**src/rtl/marauder_pkg.sv**
```systemverilog
`default_nettype none
// ============================================================================
// Module   : marauder_pkg
// Brief    : Shared types and instruction-field constants for marauder_seq.
// Revision : 1.0 - initial release
// ============================================================================
package marauder_pkg;

    typedef enum logic [2:0] {
        S_IDLE  = 3'd0,
        S_FETCH = 3'd1,
        S_LATCH = 3'd2,
        S_EXEC  = 3'd3,
        S_HALT  = 3'd4
    } state_t;

    typedef enum logic [1:0] {
        K_ALU  = 2'b00,
        K_LDI  = 2'b01,
        K_BR   = 2'b10,
        K_HALT = 2'b11
    } kind_t;

    // Instruction field positions
    localparam int KIND_HI    = 15;
    localparam int KIND_LO    = 14;
    localparam int ALU_OP_HI  = 13;
    localparam int ALU_OP_LO  = 11;
    localparam int ALU_A_HI   = 10;
    localparam int ALU_A_LO   = 8;
    localparam int ALU_B_HI   = 7;
    localparam int ALU_B_LO   = 5;
    localparam int ALU_BANK   = 4;
    localparam int ALU_IDX_HI = 3;
    localparam int ALU_IDX_LO = 1;
    localparam int LDI_BANK   = 13;
    localparam int LDI_IDX_HI = 12;
    localparam int LDI_IDX_LO = 10;
    localparam int IMM_HI     = 7;
    localparam int IMM_LO     = 0;
    localparam int BR_FLAG    = 13;

    // Parked read select keeps the register file's zero/RNG selects untouched
    localparam logic [2:0]  IDLE_SEL = 3'b010;
    localparam logic        BANK_A   = 1'b0;
    localparam logic        BANK_B   = 1'b1;
    localparam logic [15:0] IR_RESET = 16'hC000;

    // Register-file write select: {3'b000, bank, idx}
    function automatic logic [6:0] wrt_select(input logic bank, input logic [2:0] idx);
        return {3'b000, bank, idx};
    endfunction

endpackage
`default_nettype wire

```
**src/rtl/marauder_seq_if.sv**
```systemverilog
`default_nettype none
// ============================================================================
// Module   : marauder_seq_if
// Brief    : Sequencer bus: ROM fetch, ALU results, register-file controls.
// Revision : 1.0 - initial release
// ============================================================================
interface marauder_seq_if #(
    parameter int PC_W = 8,
    parameter int IW   = 16
);
    logic            start;
    logic [PC_W-1:0] instr_addr;
    logic [IW-1:0]   instr_rdata;
    logic [7:0]      alu_c;
    logic            alu_zero;
    logic            alu_carry;
    logic [2:0]      opcode;
    logic [2:0]      rd_slct_a;
    logic [2:0]      rd_slct_b;
    logic [6:0]      wrt_slct;
    logic            wrtnbl;
    logic [7:0]      data_in;
    logic            busy;
    logic            halted;
    logic            zero_flag;
    logic            carry_flag;
    logic [15:0]     retired;

    modport master (
        input  start, instr_rdata, alu_c, alu_zero, alu_carry,
        output instr_addr, opcode, rd_slct_a, rd_slct_b, wrt_slct, wrtnbl,
               data_in, busy, halted, zero_flag, carry_flag, retired
    );

    modport slave (
        output start, instr_rdata, alu_c, alu_zero, alu_carry,
        input  instr_addr, opcode, rd_slct_a, rd_slct_b, wrt_slct, wrtnbl,
               data_in, busy, halted, zero_flag, carry_flag, retired
    );
endinterface
`default_nettype wire

```
**src/rtl/marauder_seq_decode.sv**
```systemverilog
`default_nettype none
// ============================================================================
// Module   : marauder_decode
// Brief    : Pure combinational instruction decoder for marauder_seq.
// Revision : 1.0 - initial release
// ============================================================================
module marauder_decode
    import marauder_pkg::*;
#(
    parameter int IW = 16
) (
    input  wire logic [IW-1:0] ir,
    output kind_t              kind,
    output logic [2:0]         opcode,
    output logic [2:0]         sel_a,
    output logic [2:0]         sel_b,
    output logic               wr_bank,
    output logic [2:0]         wr_idx,
    output logic [7:0]         imm,
    output logic               br_on_carry
);

    // Field extraction; the write target comes from different bits for ALU and LDI
    always_comb begin
        kind        = kind_t'(ir[KIND_HI:KIND_LO]);
        opcode      = ir[ALU_OP_HI:ALU_OP_LO];
        sel_a       = ir[ALU_A_HI:ALU_A_LO];
        sel_b       = ir[ALU_B_HI:ALU_B_LO];
        imm         = ir[IMM_HI:IMM_LO];
        br_on_carry = ir[BR_FLAG];
        if (kind == K_LDI) begin
            wr_bank = ir[LDI_BANK] ? BANK_B : BANK_A;
            wr_idx  = ir[LDI_IDX_HI:LDI_IDX_LO];
        end else begin
            wr_bank = ir[ALU_BANK] ? BANK_B : BANK_A;
            wr_idx  = ir[ALU_IDX_HI:ALU_IDX_LO];
        end
    end

endmodule
`default_nettype wire

```
**src/rtl/marauder_seq.sv**
```systemverilog
`default_nettype none
// ============================================================================
// Module   : marauder_seq
// Brief    : Three-cycle instruction sequencer driving register file and ALU.
// Revision : 1.0 - initial release
// ============================================================================
module marauder_seq
    import marauder_pkg::*;
#(
    parameter int PC_W = 8,
    parameter int IW   = 16
) (
    input  wire logic      clk,
    input  wire logic      rst,
    marauder_seq_if.master bus
);

    state_t          r_state;
    logic [PC_W-1:0] r_pc;
    logic [IW-1:0]   r_ir;
    logic            r_zero;
    logic            r_carry;
    logic [15:0]     r_retired;

    kind_t           w_kind;
    logic [2:0]      w_opcode;
    logic [2:0]      w_sel_a;
    logic [2:0]      w_sel_b;
    logic            w_bank;
    logic [2:0]      w_idx;
    logic [7:0]      w_imm;
    logic            w_br_on_carry;
    logic            w_taken;
    logic [PC_W-1:0] w_pc_inc;

    marauder_decode #(.IW(IW)) u_decode (
        .ir          (r_ir),
        .kind        (w_kind),
        .opcode      (w_opcode),
        .sel_a       (w_sel_a),
        .sel_b       (w_sel_b),
        .wr_bank     (w_bank),
        .wr_idx      (w_idx),
        .imm         (w_imm),
        .br_on_carry (w_br_on_carry)
    );

    assign w_taken  = w_br_on_carry ? r_carry : r_zero;
    assign w_pc_inc = r_pc + PC_W'(1);

    // Sequencer FSM: program counter, instruction latch, flags and retire count
    always_ff @(posedge clk or posedge rst) begin
        if (rst) begin
            r_state   <= S_IDLE;
            r_pc      <= '0;
            r_ir      <= IR_RESET;
            r_zero    <= 1'b0;
            r_carry   <= 1'b0;
            r_retired <= '0;
        end else begin
            case (r_state)
                S_IDLE, S_HALT: begin
                    if (bus.start) begin
                        r_pc    <= '0;
                        r_state <= S_FETCH;
                    end
                end
                S_FETCH: r_state <= S_LATCH;
                S_LATCH: begin
                    r_ir    <= bus.instr_rdata;
                    r_state <= S_EXEC;
                end
                S_EXEC: begin
                    r_retired <= r_retired + 16'd1;
                    case (w_kind)
                        K_ALU: begin
                            r_zero  <= bus.alu_zero;
                            r_carry <= bus.alu_carry;
                            r_pc    <= w_pc_inc;
                            r_state <= S_FETCH;
                        end
                        K_LDI: begin
                            r_pc    <= w_pc_inc;
                            r_state <= S_FETCH;
                        end
                        K_BR: begin
                            r_pc    <= w_taken ? PC_W'(w_imm) : w_pc_inc;
                            r_state <= S_FETCH;
                        end
                        default: r_state <= S_HALT;
                    endcase
                end
                default: r_state <= S_IDLE;
            endcase
        end
    end

    // Register-file/ALU controls: decoded only in EXEC, parked everywhere else.
    // data_in must follow alu_c combinationally because the ALU result only
    // exists once the EXEC selects are driven.
    always_comb begin
        bus.opcode    = 3'b000;
        bus.rd_slct_a = IDLE_SEL;
        bus.rd_slct_b = IDLE_SEL;
        bus.wrt_slct  = 7'h00;
        bus.wrtnbl    = 1'b0;
        bus.data_in   = 8'h00;
        if (r_state == S_EXEC) begin
            case (w_kind)
                K_ALU: begin
                    bus.opcode    = w_opcode;
                    bus.rd_slct_a = w_sel_a;
                    bus.rd_slct_b = w_sel_b;
                    bus.wrt_slct  = wrt_select(w_bank, w_idx);
                    bus.wrtnbl    = 1'b1;
                    bus.data_in   = bus.alu_c;
                end
                K_LDI: begin
                    bus.wrt_slct  = wrt_select(w_bank, w_idx);
                    bus.wrtnbl    = 1'b1;
                    bus.data_in   = w_imm;
                end
                default: ;
            endcase
        end
    end

    assign bus.instr_addr = r_pc;
    assign bus.busy       = (r_state == S_FETCH) || (r_state == S_LATCH) || (r_state == S_EXEC);
    assign bus.halted     = (r_state == S_HALT);
    assign bus.zero_flag  = r_zero;
    assign bus.carry_flag = r_carry;
    assign bus.retired    = r_retired;

endmodule
`default_nettype wire

```
**src/flat_wrapper.sv**
```systemverilog
// flat-port wrapper written by rule: the top's interface ports become plain ports
module marauder_seq_flat import marauder_pkg::*;
#(
    parameter int PC_W = 8,
    parameter int IW   = 16
)
  (clk, rst, bus_start, bus_instr_rdata, bus_alu_c, bus_alu_zero, bus_alu_carry, bus_instr_addr, bus_opcode, bus_rd_slct_a, bus_rd_slct_b, bus_wrt_slct, bus_wrtnbl, bus_data_in, bus_busy, bus_halted, bus_zero_flag, bus_carry_flag, bus_retired);
  marauder_seq_if #(.PC_W(PC_W), .IW(IW)) bus_i ();
  input  wire logic clk;
  input  wire logic rst;
  input wire logic [$bits(bus_i.start)-1:0] bus_start;
  input wire logic [$bits(bus_i.instr_rdata)-1:0] bus_instr_rdata;
  input wire logic [$bits(bus_i.alu_c)-1:0] bus_alu_c;
  input wire logic [$bits(bus_i.alu_zero)-1:0] bus_alu_zero;
  input wire logic [$bits(bus_i.alu_carry)-1:0] bus_alu_carry;
  output wire logic [$bits(bus_i.instr_addr)-1:0] bus_instr_addr;
  output wire logic [$bits(bus_i.opcode)-1:0] bus_opcode;
  output wire logic [$bits(bus_i.rd_slct_a)-1:0] bus_rd_slct_a;
  output wire logic [$bits(bus_i.rd_slct_b)-1:0] bus_rd_slct_b;
  output wire logic [$bits(bus_i.wrt_slct)-1:0] bus_wrt_slct;
  output wire logic [$bits(bus_i.wrtnbl)-1:0] bus_wrtnbl;
  output wire logic [$bits(bus_i.data_in)-1:0] bus_data_in;
  output wire logic [$bits(bus_i.busy)-1:0] bus_busy;
  output wire logic [$bits(bus_i.halted)-1:0] bus_halted;
  output wire logic [$bits(bus_i.zero_flag)-1:0] bus_zero_flag;
  output wire logic [$bits(bus_i.carry_flag)-1:0] bus_carry_flag;
  output wire logic [$bits(bus_i.retired)-1:0] bus_retired;
  assign bus_i.start = bus_start;
  assign bus_i.instr_rdata = bus_instr_rdata;
  assign bus_i.alu_c = bus_alu_c;
  assign bus_i.alu_zero = bus_alu_zero;
  assign bus_i.alu_carry = bus_alu_carry;
  assign bus_instr_addr = bus_i.instr_addr;
  assign bus_opcode = bus_i.opcode;
  assign bus_rd_slct_a = bus_i.rd_slct_a;
  assign bus_rd_slct_b = bus_i.rd_slct_b;
  assign bus_wrt_slct = bus_i.wrt_slct;
  assign bus_wrtnbl = bus_i.wrtnbl;
  assign bus_data_in = bus_i.data_in;
  assign bus_busy = bus_i.busy;
  assign bus_halted = bus_i.halted;
  assign bus_zero_flag = bus_i.zero_flag;
  assign bus_carry_flag = bus_i.carry_flag;
  assign bus_retired = bus_i.retired;
  marauder_seq #(.PC_W(PC_W), .IW(IW)) u_core (.clk(clk), .rst(rst), .bus(bus_i));
endmodule
```
**config.mk**
```make
export PLATFORM = sky130hd
export DESIGN_NAME = marauder_seq_flat
export DESIGN_NICKNAME = d
export VERILOG_FILES = /design/src/rtl/marauder_pkg.sv /design/src/rtl/marauder_seq_if.sv /design/src/rtl/marauder_seq_decode.sv /design/src/rtl/marauder_seq.sv /design/src/flat_wrapper.sv
export SDC_FILE = /design/constraint.sdc
export NUM_CORES = 1
export LEC_CHECK = 0
export ABC_AREA = 1
export BUFFER_PORTS_ARGS = -buffer_cell sky130_fd_sc_hd__clkbuf_2
export CORE_MARGIN = 2
export CORE_UTILIZATION = 45
export DETAILED_ROUTE_END_ITERATION = 12
export GPL_ROUTABILITY_DRIVEN = 0
export PLACE_DENSITY = 0.75
export SLEW_MARGIN = 15
export SYNTH_ARGS = -nofsm -noshare
export SYNTH_HDL_FRONTEND = slang
export SYNTH_SLANG_ARGS = --single-unit
```
**constraint.sdc**
```tcl
create_clock -name clk -period 1.35 [get_ports clk]
set_input_delay 0.27 -clock clk [delete_from_list [all_inputs] [get_ports clk]]
set_output_delay 0.27 -clock clk [all_outputs]
set_load 0.05 [all_outputs]
```
==> impl_metrics.yaml, run 1 <==
yosys:
  yosysWarnings: 0
  syn_area_mm2: 0.00245
  yosys.cell_types.count: 28
  syn_area_per_cell_um2: 7.55
  ys_top_cells_by_area: "dfrtp_1 44%, nand2_1 14%, nor2_1 6.4%"
  synth-seq-cells: 45
  yosysSeqAreaShare_pct: 46.1
  synth_top_area_cell: "dfrtp_1"
  synth_top_cell_area_share_pct: 44.0
  synthCells: 324
critical_path:
  end_kind: "output port"
  crit_path_end: "bus_data_in[5]"
  crit_cells: 7
  regToRegSetupSlack_ps: -270
  timing.rr.end: "u_core.bus.instr_addr[1]$_DFFE_PP0P_"
  crit_arrival_ps: 1660
  crit_path_cell_trace: "nand2_2, nor2_4, nand2_4, inv_4, nand2_1, o21ai_4, clkbuf_8"
  critPathRequiredTime_ps: 1080
  cp-start-kind: "register"
  crit_buf_inv: 2
  ff2ff_path_depth: 7
  timing.rr.start: "u_core.r_ir[15]$_DFFE_PP1P_"
  slowest_stage: "dfrtp_1"
  worstSetupStartpoint: "u_core.r_state[0]$_DFFE_PP0P_"
  cp_slowest_stage_delay_ps: 380
  cp_top_family: "simple AND/OR/NAND/NOR gates"
  worstSetupPathType: "reg -> out"
  crit_fanout: 10
layout:
  final_common_cell: "nand2_1"
  nets: 478
  syn2layout_area_growth_pct: 78.1
  fillCellCount: 241
  final_cell_mix: "84 x nand2_1, 50 x clkbuf_2, 35 x inv_1"
  fin_util_pct: 84.3
  layout-drive-gt1-share_pct: 54.7
  antenna_cells: 0
timing:
  finalCritPeriodShare_pct: 143
  hold_violations: 0
  finalSetupViolations: 60
  max_freq_mhz: 517
  finalClockSkew_ps: 16.0
  fin_setup_tns_ps: -16320
  layout_setup_ws_ps: -584
  fin_crit_ps: 1930
  maxSlewViolCount: 0
  rsz0062_at_grt: "true"
place:
  io_buffers: 78
  dp_hpwl_mm: 4.57
route:
  drc_errors: 0
  wl_met2_mm: 5.17
  wl_per_cell_um: 19.0
  viasPerCell: 5.46
  dr.max_layer_used: "met4"
  drt-total-wl_mm: 9.83
  routed-via-count: 2830
  wl_met1_mm: 3.67
  drt-pass1-iter-count: 5
  dr_wl_met3_um: 650
  drt_iter0_markers: 219
  final_antenna_net_count: 0
pwr:
  p_switching_mw: 5.73
  p_int_mw: 5.14
  clockPowerShare_pct: 8.7
  p_seq_share_pct: 22.5
  ir_drop_uv: 2030
  power_density_mw_per_mm2: 2500
  total_power_mw: 10.9
  power_frac_comb_pct: 68.9
  switching_share_pct: 52.7
  leakagePower_nw: 2.07
die:
  core_area_mm2: 0.00517
  die_area_mm2: 0.00604
  die_w_um: 77.7
  io_pins: 82
  chipHeight_um: 77.7
  row_count: 26
  start_util_pct: 47.3
global_route:
  grt_pass1_vias: 2504
  grt_overflow: 0
  antenna_found_initial: 0
  grt_pass1_wl_mm: 11.7
  grtUsageTotal_pct: 24.8
  grt_max_degree: 46
clocking:
  clk_path_buf_depth: 2
  root_buffer: "clkbuf_8"
  clk_latency_ps: 320
  clk_pin_slew_ps: 90
  cts_tree: "done"
  htree_levels: 2
  cts_sinks: 45
  cts_made_buffers: 5
outcome:
  status: "finished, violations left"
  violations: "setup timing"
run:
  cap_violations: 0
hold_path:
  min_path_type: "in -> reg"
routing by layer:
metal | GRT usage [%] | vias to the layer above
li1 | - | 1266
met1 | 29.1 | 1374
met5 | 0 | -
met2 | 43.3 | 159
met4 | 8.93 | 0
met3 | 6.74 | 31
cells by family after synthesis:
kind of cell    after synthesis  synth area share, %
mux                           3                 1.38
xor+xnor                      9                 3.22
fa+ha+maj                     2                 1.02
simple gates                167                 29.5
flops                        45                 46.1
compound gates               45                 9.61
buf+inv                      52                 8.95
other cells                   1                0.153
layout make-up:
cell class | count | area [um^2] | area share (%)
inverters | 43 | 179 | 4.10
well taps | 70 | 87.6 | 2.01
repair buffers | 122 | 1150 | 26.5
clock buffers | 6 | 82.6 | 1.89
multi-input cells | 230 | 1690 | 38.8
clock inverters | 2 | 13.8 | 0.316
flip-flops and latches | 45 | 1150 | 26.4
stage by stage:
| step | instance area (um^2) | std cells | worst slack (ps) | hold slack, ps |
|---|---|---|---|---|
| finish | 4360 | 518 | -584 | 187 |
| global route | 4360 | 518 | -649 | 186 |
| CTS | 3920 | 505 | -489 | 169 |
| detailed placement | 3440 | 490 | -274 | 310 |
| global placement | 3440 | 490 | -221 | 308 |
| floorplan | 2790 | 326 | -288 | 391 |
how the worst min path moves through the flow:
| stage | slack, ps | from | to | cells past startpoint |
|---|---|---|---|---|
| final | 190 | bus_instr_rdata[8] | u_core.r_ir[8]$_DFFE_PP0P_ | 2 |
| after global routing | 190 | bus_instr_rdata[8] | u_core.r_ir[8]$_DFFE_PP0P_ | 2 |
| after CTS | 170 | bus_instr_rdata[15] | u_core.r_ir[15]$_DFFE_PP1P_ | 3 |
| after detailed placement | 310 | rst | u_core.bus.instr_addr[7]$_DFFE_PP0P_ | 3 |
| after global placement | 310 | rst | u_core.bus.retired[15]$_DFFE_PP0P_ | 3 |
| after floorplan | 390 | bus_alu_zero | u_core.bus.zero_flag$_DFFE_PP0P_ | 2 |
worst reg2reg max path: cells and delay by family, from the launching register on:
kind | cells | cell delay [ps]
flops | 1 | 620
simple gates | 4 | 610
compound gates | 2 | 210
buf+inv | 1 | 70
cell usage after synthesis:
| master | count |
|---|---|
| nor3_1 | 3 |
| xor2_1 | 6 |
| buf_4 | 5 |
| nand3b_1 | 4 |
| nor2_2 | 1 |
| o21ai_0 | 14 |
| inv_1 | 41 |
| nand3_1 | 12 |
| mux2_2 | 3 |
| a31oi_1 | 1 |
| conb_1 | 1 |
| o21ai_1 | 7 |
| nand3_2 | 2 |
| nor2_4 | 4 |
| ha_1 | 2 |
| inv_2 | 2 |
| nand2_1 | 92 |
| o22ai_1 | 5 |
| xnor2_1 | 3 |
| nor2_1 | 42 |
| buf_2 | 4 |
| dfstp_2 | 2 |
| nand4_1 | 4 |
| or2_2 | 1 |
| o211ai_1 | 1 |
| nand2_2 | 2 |
| a21oi_1 | 17 |
| dfrtp_1 | 43 |
power groups by stage:
stage          Sequential [mW]  Combinational, mW  Clock [mW]
5_1_grt                   2.47               7.78       0.989
2_1_floorplan             3.00               2.88           0
3_5_place_dp              2.35               4.89           0
3_3_place_gp              2.32               4.81           0
4_1_cts                   2.33               5.64       0.921
6_report                  2.44               7.49       0.943
state kept, by name, indices dropped and copies added, names as in the netlist:
name	flops
u_core.bus.retired	16
u_core.r_ir	16
u_core.bus.instr_addr	8
u_core.bus.carry_flag	1
u_core.bus.zero_flag	1
u_core.r_state	3
what timing repair did:
item / 4_1_cts / 5_1_grt
gates cloned: 1 / 4
resized for setup: 78 / 94
hold buffers: 1 / 0
pin swaps: 13 / 28
buffers inserted: 5 / 10
hold endpoints to repair: 43 / 0
setup endpoints to repair: 56 / 66
(Power assumes the default switching activity.)
==> run 2: changes to the inputs <==
PLACE_DENSITY = 0.81   (was 0.75)
==> impl_metrics.yaml, run 2 (same netlist as run 1, synthesis figures left out) <==
route:
  drc_errors: 0
  wl_met1_mm: 3.79
  final_antenna_net_count: 0
  wl_per_cell_um: 18.9
  drt-pass1-iter-count: 5
  viasPerCell: 5.58
  dr.max_layer_used: "met4"
  drt_iter0_markers: 271
  dr_wl_met3_um: 740
  drt-total-wl_mm: 9.82
  wl_met2_mm: 4.76
  routed-via-count: 2899
clocking:
  root_buffer: "clkbuf_8"
  clk_path_buf_depth: 2
  cts_sinks: 45
  clk_latency_ps: 310
  htree_levels: 2
  cts_made_buffers: 5
  cts_tree: "done"
  clk_pin_slew_ps: 80
layout:
  layout-drive-gt1-share_pct: 54.0
  final_cell_mix: "81 x nand2_1, 53 x clkbuf_2, 35 x inv_1"
  syn2layout_area_growth_pct: 78.0
  final_common_cell: "nand2_1"
  nets: 480
  fin_util_pct: 84.2
  final_area_mm2: 0.00436
  antenna_cells: 0
critical_path:
  timing.rr.end: "u_core.bus.retired[10]$_DFFE_PP0P_"
  timing.rr.start: "u_core.r_state[2]$_DFFE_PP0P_"
  critPathRequiredTime_ps: 1080
  crit_buf_inv: 2
  worstSetupPathType: "reg -> out"
  cp-start-kind: "register"
  crit_cells: 7
  crit_arrival_ps: 1640
  ff2ff_path_depth: 11
  end_kind: "output port"
  cp_top_family: "simple AND/OR/NAND/NOR gates"
  crit_path_end: "bus_data_in[4]"
  crit_path_cell_trace: "nand2_2, nor2_4, nand2_4, inv_4, nand2_1, o21ai_4, clkbuf_8"
  worstSetupStartpoint: "u_core.r_state[0]$_DFFE_PP0P_"
  crit_fanout: 11
  regToRegSetupSlack_ps: -350
  slowest_stage: "dfrtp_1"
  cp_slowest_stage_delay_ps: 390
place:
  io_buffers: 78
  dp_hpwl_mm: 4.97
  place_area_mm2: 0.00347
pwr:
  leakagePower_nw: 2.05
  power_density_mw_per_mm2: 2500
  ir_drop_uv: 1820
  total_power_mw: 10.9
global_route:
  grt_pass1_vias: 2615
  grt_pass1_wl_mm: 12.8
  grt_max_degree: 46
  grt_overflow: 0
  grtUsageTotal_pct: 26.8
  antenna_found_initial: 0
timing:
  maxSlewViolCount: 0
  max_freq_mhz: 523
  fin_crit_ps: 1910
  finalClockSkew_ps: 12.2
  rsz0062_at_grt: "true"
  finalSetupViolations: 64
  finalCritPeriodShare_pct: 141
  hold_violations: 0
  layout_setup_ws_ps: -560
die:
  die_area_mm2: 0.00604
  row_count: 26
  io_pins: 82
  chipHeight_um: 77.7
  die_w_um: 77.7
  start_util_pct: 47.3
  core_area_mm2: 0.00517
run:
  cap_violations: 0
outcome:
  status: "finished, violations left"
  violations: "setup timing"
hold_path:
  min_path_type: "in -> reg"
-- run 2: cell type report --
type / instances / area, um^2
multi-input cells: 231 / 1690
fillers: 222 / 817
repair buffers: 123 / 1130
clock inverters: 1 / 30.0
clock buffers: 7 / 86.3
flip-flops and latches: 45 / 1150
well taps: 70 / 87.6
inverters: 43 / 179
-- run 2: stage by stage --
stage	setup WS, ps	TNS (ps)	std cells	hold slack (ps)
2_1_floorplan	-288	-6040	326	391
3_3_place_gp	-223	-6890	493	308
3_5_place_dp	-271	-8570	493	308
4_1_cts	-473	-11750	508	176
5_1_grt	-620	-19270	520	194
6_report	-560	-16940	520	203
-- run 2: power breakdown --
group | leakage (nW) | switching, mW | internal, mW | total (mW)
clock | 0.0585 | 0.477 | 0.604 | 1.08
combinational | 1.45 | 4.60 | 2.81 | 7.41
sequential | 0.536 | 0.518 | 1.90 | 2.41
-- run 2: what timing repair did --
action | 4_1_cts | 5_1_grt
resized for setup | 73 | 97
setup buffers | 5 | 16
cloned | 1 | 3
setup endpoints to repair | 57 | 55
hold buffers | 1 | 0
pin swaps | 8 | 19
hold endpoints to repair | 43 | 0
-- run 2: worst min-delay path by stage --
stage                                   from                                 to  slack, ps  cells past startpoint
after detailed placement                 rst  u_core.bus.retired[9]$_DFFE_PP0P_        310                      3
after global placement                   rst  u_core.bus.retired[3]$_DFFE_PP0P_        310                      3
after floorplan                 bus_alu_zero   u_core.bus.zero_flag$_DFFE_PP0P_        390                      2
after global routing      bus_instr_rdata[8]         u_core.r_ir[8]$_DFFE_PP0P_        190                      2
after CTS                      bus_alu_carry  u_core.bus.carry_flag$_DFFE_PP0P_        180                      3
final                     bus_instr_rdata[9]         u_core.r_ir[9]$_DFFE_PP0P_        200                      2
-- run 2: routing by layer --
metal	track usage, %	vias up
met3	4.19	54
met4	9.82	0
met1	35.0	1371
met5	0	-
li1	-	1268
met2	44.9	206
==> run 3: changes to the inputs <==
BUFFER_PORTS_ARGS = not set   (was -buffer_cell sky130_fd_sc_hd__clkbuf_2)
DONT_BUFFER_PORTS = 1   (was not set)
PLACE_DENSITY = 0.68   (was 0.81)
==> impl_metrics.yaml, run 3 (same netlist as run 1, synthesis figures left out) <==
layout:
  fin_util_pct: 83.7
  antenna_cells: 0
  final_area_mm2: 0.00433
  fillCellCount: 236
  layout-drive-gt1-share_pct: 52.5
  final_cell_mix: "80 x nand2_1, 48 x buf_4, 35 x inv_1"
  syn2layout_area_growth_pct: 76.9
  nets: 445
  final_common_cell: "nand2_1"
run:
  cap_violations: 0
route:
  wl_per_cell_um: 20.2
  dr_wl_met3_um: 724
  viasPerCell: 5.68
  wl_met1_mm: 3.60
  drt-pass1-iter-count: 5
  routed-via-count: 2755
  dr.max_layer_used: "met4"
  drt_iter0_markers: 231
  final_antenna_net_count: 0
  drt-total-wl_mm: 9.81
  wl_met2_mm: 5.03
  drc_errors: 0
global_route:
  grt_pass1_wl_mm: 13.2
  grtUsageTotal_pct: 28.1
  grt_overflow: 0
  antenna_found_initial: 0
  grt_pass1_vias: 2720
  grt_max_degree: 22
pwr:
  power_density_mw_per_mm2: 2590
  leakagePower_nw: 1.95
  ir_drop_uv: 1910
timing:
  hold-worst-slack_ps: 91.8
  finalClockSkew_ps: 6.82
  layout_setup_ws_ps: -559
  finalSetupViolations: 62
  finalCritPeriodShare_pct: 141
  fin_crit_ps: 1910
  hold_violations: 0
  maxSlewViolCount: 0
  max_freq_mhz: 524
  rsz0062_at_grt: "true"
critical_path:
  critPathRequiredTime_ps: 1080
  crit_path_cell_trace: "nand2_2, nor2_4, nand2_4, buf_12, o22ai_4, buf_12"
  crit_arrival_ps: 1640
  ff2ff_path_depth: 8
  cp_top_family: "simple AND/OR/NAND/NOR gates"
  crit_fanout: 7
  end_kind: "output port"
  crit_cells: 6
  crit_buf_inv: 2
  cp_slowest_stage_delay_ps: 400
  worstSetupPathType: "reg -> out"
  slowest_stage: "dfrtp_1"
  cp-start-kind: "register"
  crit_path_frequent_cell: "buf_12"
clocking:
  clk_latency_ps: 310
  root_buffer: "clkbuf_8"
  clk_path_buf_depth: 2
  cts_sinks: 45
  htree_levels: 2
  clk_pin_slew_ps: 90
  cts_made_buffers: 5
  cts_tree: "done"
place:
  dp_hpwl_mm: 4.99
  io_buffers: 0
  place_ws_ps: -233
  place_area_mm2: 0.00366
die:
  row_count: 26
  start_util_pct: 47.3
  die_w_um: 77.7
  io_pins: 82
  chipHeight_um: 77.7
  die_area_mm2: 0.00604
  core_area_mm2: 0.00517
hold_path:
  hold_path_depth: 2
  min_path_type: "in -> reg"
outcome:
  violations: "setup timing"
  status: "finished, violations left"
[run 3: per-stage QoR]
stage	power, mW	cells	TNS (ps)
floorplan	5.87	326	-6040
global placement	7.74	462	-3070
detailed placement	7.86	462	-4050
CTS	10.2	483	-12920
global route	11.6	485	-17570
finish	11.2	485	-15540
[run 3: routing by layer]
| layer | up-vias | GRT usage, % |
|---|---|---|
| li1 | 1204 | - |
| met1 | 1325 | 30.9 |
| met2 | 175 | 50.0 |
| met3 | 51 | 7.79 |
| met4 | 0 | 12.7 |
| met5 | - | 1.82 |
[run 3: final cells by class]
type                    count  area (um^2)  share of cell area, %
flip-flops and latches     45         1150                   26.6
multi-input cells         230         1720                   39.7
clock buffers               6         82.6                   1.91
repair buffers             89         1070                   24.8
inverters                  43          179                   4.13
clock inverters             2         37.5                  0.867
well taps                  70         87.6                   2.02
[run 3: worst paths after layout]
path	start	to	slack, ps
setup / recovery	u_core.r_state[1]$_DFFE_PP0P_	bus_wrt_slct[3]	-560
setup reg to reg	u_core.r_ir[14]$_DFFE_PP1P_	u_core.bus.instr_addr[1]$_DFFE_PP0P_	-270
hold / removal	bus_instr_rdata[5]	u_core.r_ir[5]$_DFFE_PP0P_	90
min in group asynchronous	rst	u_core.r_ir[10]$_DFFE_PP0P_	430
max in group asynchronous	rst	u_core.bus.instr_addr[3]$_DFFE_PP0P_	420
hold reg to reg	u_core.bus.retired[15]$_DFFE_PP0P_	u_core.bus.retired[15]$_DFFE_PP0P_	500
[run 3: report_power, final]
group / switching (mW) / internal [mW]
clock: 0.519 / 0.603
sequential: 0.486 / 1.90
combinational: 4.76 / 2.93
[run 3: timing repair]
| action | CTS | global route |
|---|---|---|
| setup endpoints to repair | 40 | 64 |
| cloned | 3 | 0 |
| buffers inserted | 10 | 5 |
| hold buffers | 1 | 0 |
| resized for setup | 73 | 44 |
| endpoints found under the hold margin | 16 | 0 |
| pin swaps | 18 | 13 |
